## src/rtl/muldiv_capture.sv

```systemverilog
// Result capture FIFO behind a mul/div stage; optional divide-by-zero tagging with macro DIVZERO_CHECK_EN.
// Latency: 1 cycle from an accepted push to out_valid, with first-word fall-through and no same-cycle bypass.
// Backpressure: in_ready is decoded from registered count only; when full, a pop in the same cycle does not free a slot.
module muldiv_capture #(
  parameter int DEPTH = 4
) (
  input  logic                       clk,
  input  logic                       rst_n,
  input  logic                       in_valid,
  output logic                       in_ready,
  input  logic [7:0]                 in_b,
  input  logic [7:0]                 in_prod,
  input  logic [7:0]                 in_quot,
  output logic                       out_valid,
  input  logic                       out_ready,
  output logic [7:0]                 out_prod,
  output logic [7:0]                 out_quot,
  output logic                       out_dz,
  output logic [$clog2(DEPTH):0]     count,
  output logic [7:0]                 dz_cnt
);

  localparam int AW = $clog2(DEPTH);
  localparam int CW = AW + 1;

  logic [7:0]    prod_mem [DEPTH];
  logic [7:0]    quot_mem [DEPTH];
  logic [AW-1:0] wr_ptr;
  logic [AW-1:0] rd_ptr;
  logic [CW-1:0] cnt;
  logic          push;
  logic          pop;
  logic [7:0]    quot_st;

  // Handshake decode: in_ready comes from count (and reset), never from out_ready.
  assign in_ready  = rst_n & (cnt != CW'(DEPTH));
  assign out_valid = (cnt != '0);
  assign push      = in_valid & in_ready;
  assign pop       = out_valid & out_ready;
  assign count     = cnt;
  assign out_prod  = prod_mem[rd_ptr];
  assign out_quot  = quot_mem[rd_ptr];

`ifdef DIVZERO_CHECK_EN
  logic dz_in;
  logic dz_mem [DEPTH];
  logic [7:0] dz_cnt_q;

  assign dz_in   = (in_b == 8'd0);
  assign quot_st = dz_in ? 8'hFF : in_quot;
  assign out_dz  = dz_mem[rd_ptr];
  assign dz_cnt  = dz_cnt_q;

  // Divide-by-zero flag storage; contents are don't-care until written.
  always_ff @(posedge clk) begin
    if (push) dz_mem[wr_ptr] <= dz_in;
  end

  // Saturating count of accepted divide-by-zero results.
  always_ff @(posedge clk or negedge rst_n) begin
    if (!rst_n)                                 dz_cnt_q <= 8'd0;
    else if (push && dz_in && dz_cnt_q != 8'hFF) dz_cnt_q <= dz_cnt_q + 8'd1;
  end
`else
  logic unused_in_b;

  assign unused_in_b = ^in_b;
  assign quot_st     = in_quot;
  assign out_dz      = 1'b0;
  assign dz_cnt      = 8'd0;
`endif

  // Data storage is not reset; out_valid qualifies what the head shows.
  always_ff @(posedge clk) begin
    if (push) begin
      prod_mem[wr_ptr] <= in_prod;
      quot_mem[wr_ptr] <= quot_st;
    end
  end

  // Pointers wrap naturally since DEPTH is a power of two; count tracks occupancy.
  always_ff @(posedge clk or negedge rst_n) begin
    if (!rst_n) begin
      wr_ptr <= '0;
      rd_ptr <= '0;
      cnt    <= '0;
    end else begin
      if (push) wr_ptr <= wr_ptr + AW'(1);
      if (pop)  rd_ptr <= rd_ptr + AW'(1);
      case ({push, pop})
        2'b10:   cnt <= cnt + CW'(1);
        2'b01:   cnt <= cnt - CW'(1);
        default: cnt <= cnt;
      endcase
    end
  end

endmodule
```

## config.mk

```make
export PLATFORM = sky130hd
export DESIGN_NAME = muldiv_capture
export DESIGN_NICKNAME = d
export VERILOG_FILES = /design/src/rtl/muldiv_capture.sv
export SDC_FILE = /design/constraint.sdc
export NUM_CORES = 1
export LEC_CHECK = 0
export CAP_MARGIN = 20
export CORE_ASPECT_RATIO = 1.4
export CORE_UTILIZATION = 35
export DETAILED_ROUTE_END_ITERATION = 16
export DONT_BUFFER_PORTS = 1
export GPL_ROUTABILITY_DRIVEN = 0
export SYNTH_ARGS = -nofsm -noshare
export SYNTH_HDL_FRONTEND = slang
export SYNTH_SLANG_ARGS = --single-unit
```

## constraint.sdc

```tcl
create_clock -name clk -period 2.35 [get_ports clk]
set_input_delay 0.3525 -clock clk [delete_from_list [all_inputs] [get_ports clk]]
set_output_delay 0.3525 -clock clk [all_outputs]
set_load 0.05 [all_outputs]
```

# After elaboration in Yosys (flattened, before gate mapping)
# Memories as Yosys holds them, arrays and structs flattened.
# Cells that the tools add are included.
[word_totals]
memories = 2
ramBits = 64
latchBits = 0
mem_bits_ro = 0
register_bits = 7
[memory_table]
columns = ["name", "depth", "width", "rd", "rd_ports_with_merged_regs", "write_ports", "line", "text"]
rows = [
  ["prod_mem", 4, 8, 1, 0, 1, "26", "logic [7:0] prod_mem [DEPTH];"],
  ["quot_mem", 4, 8, 1, 0, 1, "27", "logic [7:0] quot_mem [DEPTH];"],
]
[classes]
add_sub_neg = 4
multipliers = 0
div = 0
bitwise = 3
n_eq_ne = 3
n_reduce_logical = 2
shifts = 0
n_lt_le_gt_ge = 0
n_mux = 3
[op_table]
columns = ["cell", "n"]
rows = [
  ["case mux 3 bit (2 select lines)", 1],
  ["adder 2 x 1 -> 2 bit (second input constant)", 2],
  ["adder 3 x 1 -> 3 bit (second input constant)", 1],
  ["bitwise AND 1 bit", 3],
  ["!= test 3 bit (second input constant)", 1],
  ["nonzero test 3 bit", 1],
  ["subtractor 3 x 1 -> 3 bit (second input constant)", 1],
  ["equality test 2 x 1 -> 1 bit (second input constant)", 1],
  ["equality test 2 bit (second input constant)", 1],
  ["2-to-1 mux 1 bit", 2],
  ["nonzero test 2 bit", 1],
]

# Logic depth before layout (Yosys ltp)
[logic_depth]
word_depth = 5
ltp_mapped = 9
ltp_nobuf = 9

# Worst setup path before layout
# No wires, ideal clock.
[synth_timing]
path_type = "reg-to-output"
start = "register cnt[0], in the netlist count[0]"
end = "output port in_ready"
arrival_ns = 1.974
path_stages_with_launch = 3
path_slack_ns = 0.023
n_path_buf = 0
path_cell_list = "dfrtp_1 nor2_1 a21boi_0"
[synth_via]
elab_chain_len = 2
[synth_lines]
columns = ["item", "line", "text"]
rows = [
  ["from (decl)", "30", "logic [CW-1:0] cnt;"],
  ["from (signal assigned)", "91", "2'b10: cnt <= cnt + CW'(1);"],
  ["from (signal assigned)", "92", "2'b01: cnt <= cnt - CW'(1);"],
  ["from (signal assigned)", "93", "default: cnt <= cnt;"],
  ["!= test 3 bit", "36", "assign in_ready = rst_n & (cnt != CW'(DEPTH));"],
  ["bitwise AND 1 bit", "36", ""],
  ["to (decl)", "10", "output logic in_ready,"],
]
# No other way between the ends.

# Worst setup path in the final report
[layout_timing]
start = "register rd_ptr[0]"
end = "output port out_prod[7]"
[layout_via]
elab_chain_len = 1
[layout_lines]
columns = ["item", "line", "text"]
rows = [
  ["from (decl)", "29", "logic [AW-1:0] rd_ptr;"],
  ["from (signal assigned)", "89", "if (pop) rd_ptr <= rd_ptr + AW'(1);"],
  ["memory read (4 x 8 bit)", "n/a", ""],
  ["to (decl)", "16", "output logic [7:0] out_prod,"],
]
# No other way between the ends.

==> out/qor.yml <==
cpPeakStageDelay_ns: 0.60
via_per_inst: 4.66
fin_hold_ws_ns: 0.113
cts_made_buffers: 9
drv_cap: 0
period_share_pct: 88.9
crit_path_top_delay_cell: "mux4_1"
coreArea_mm2: 0.00780
p_leak_uw: 0.00119
drcViolationCount: 0
yosysUniqueCellTypes: 23
mappedNetlistArea_mm2: 0.00285
arrival_ns: 1.74
grt_util_all_layers_pct: 12.2
root_buffer: "clkbuf_8"
n_antenna_cell: 0
post-route-min-period_ns: 2.09
io_buffer_count: 0
die_y_um: 109
gr-total-overflow: 0
crit_family: "multiplexers"
crit_chain: "buf_4, mux4_1, buf_4"
pin_count: 58
grt_pass1_wl_um: 7220
hold_viol_final: 0
crit_required_ns: 2.00
syn_to_final_growth_pct: 16.3
antenna_found_initial: 0
path_common_cell: "buf_4"
path_clk_slew_ns: 0.07
setup_viol: 0
critical_path_class: "reg -> out"
power_density_mw_per_mm2: 1380
cts_max_level: 3
wirelength_um: 4660
yosysSeqAreaShare_pct: 73.6
rsz0062_at_grt: "false"
layout_commonest_cell: "edfxtp_1"
die_w_um: 78.3
yosys_register_bits: 71
grt_max_degree: 18
nNetsFinal: 197
clock-sinks: 71
die_area_mm2: 0.00851
cts_buffer_depth: 2
insertion_delay_ns: 0.33
endpoint_kind: "output port"
fmax_ghz: 0.479
drt_pass1_iterations: 4
wire_per_inst_um: 17.4
initial_utilization_pct: 36.6
fin_setup_tns_ns: 0
vdd_drop_max_mv: 0.861
dp_hpwl_um: 3360
ant_nets: 0
outcome: "finished clean"
layout-drive-gt1-share_pct: 28.0
crit_buf_inv: 2
mostFrequentLayoutCells: "64 x edfxtp_1, 23 x buf_4, 9 x conb_1, 9 x clkbuf_8"
ys_warn_count: 0
rows: 38
first_global_vias: 1398
final_max_slew_viol_count: 0
start_kind: "flip-flop"
via_count: 1249
tritoncts: "done"
cp_max_fo: 11
hold_path_class: "in -> reg"
syn_inst: 133
syn_avg_cell_area_um2: 21.4
skew_ns: 0.00594
drt_iter0_drc: 71
[worst paths after layout]
path / start / to / slack [ns] / depth (start not counted)
max in group asynchronous: rst_n / wr_ptr[1] / 1.76 / 1
setup reg to reg: count[0] / count[2] / 0.39 / 8
hold / removal: in_quot[3] / quot_mem[0][3] / 0.11 / 0
setup / recovery: rd_ptr[0] / out_prod[7] / 0.26 / 3
hold reg to reg: wr_ptr[1] / wr_ptr[1] / 0.57 / 1
min in group asynchronous: rst_n / count[2] / 0.35 / 1
[power breakdown]
group	internal [µW]	switching, µW	total [µW]
clock network	697	424	1120
logic	572	1240	1810
registers	1570	62.8	1630
total	2840	1720	4560
[layer usage]
layer / GRT usage [%] / vias up / share of wire [%]
met5: 0 / - / 0
met4: 5.56 / 0 / 0.90
met3: 5.61 / 4 / 7.7
met2: 22.1 / 41 / 56
met1: 11.8 / 638 / 36
li1: - / 566 / -
[cells by family after synthesis]
group           Yosys count  synth area share, %
flops                    71                 73.6
other cells               1                0.132
buf+inv                  19                 4.61
compound gates            3                0.878
fa+ha+maj                 6                 2.90
mux                      18                 14.4
xor+xnor                  6                 1.84
simple gates              9                 1.62
[cells in the mapped netlist (all sizes together)]
cell / n / area share (%)
a21boi: 1 / 0.26
a21oi: 1 / 0.31
and2: 4 / 0.88
buf: 13 / 3.8
conb: 1 / 0.13
dfrtp: 7 / 6.1
edfxtp: 64 / 67
fa: 1 / 0.70
ha: 5 / 2.2
inv: 6 / 0.79
mux2: 1 / 0.40
mux2i: 1 / 0.35
mux4: 16 / 14
nand2: 2 / 0.26
nor2: 2 / 0.26
o31a: 1 / 0.31
or3: 1 / 0.22
xnor2: 3 / 0.92
xor2: 3 / 0.92
[per-stage QoR]
step                setup slack [ns]  instances  utilization [%]  area, µm²  power [µW]
floorplan                     0.0231        141                -       2880        3130
global placement               0.470        251             39.4       3070        3430
detailed placement             0.385        251             39.4       3070        3500
CTS                            0.222        268             42.5       3310        4630
global route                   0.177        268             42.5       3310        4770
finish                         0.261        268             42.5       3310        4560
[sequential cells by signal, indices dropped and copies added, names as in the netlist]
register  count
count         3
rd_ptr        2
prod_mem     32
quot_mem     32
wr_ptr        2
[area by class of cell]
cell class	count	area (µm²)
Tap cell	100	125
Sequential cell	71	2100
Clock buffer	9	124
Clock inverter	7	111
Fill cell	697	4480
Inverter	6	22.5
Multi-Input combinational cell	51	652
Timing Repair Buffer	24	183
[timing repair]
| item | CTS | global route |
|---|---|---|
| setup buffers | 0 | 0 |
| hold buffers | 1 | 0 |
| hold endpoints to repair | 7 | 0 |
| resized for setup | 0 | 0 |
[worst reg2reg max path: cells and delay by family, from the launching register on]
family	cells	cell delay, ns
AOI/OAI and AO/OA	1	0.22
xor gates and xnor gates	2	0.32
adders and majority gates	2	0.57
buffers and inverters	2	0.29
DFF	1	0.36
and+or+nand+nor	1	0.14
(Power assumes the default switching activity.)
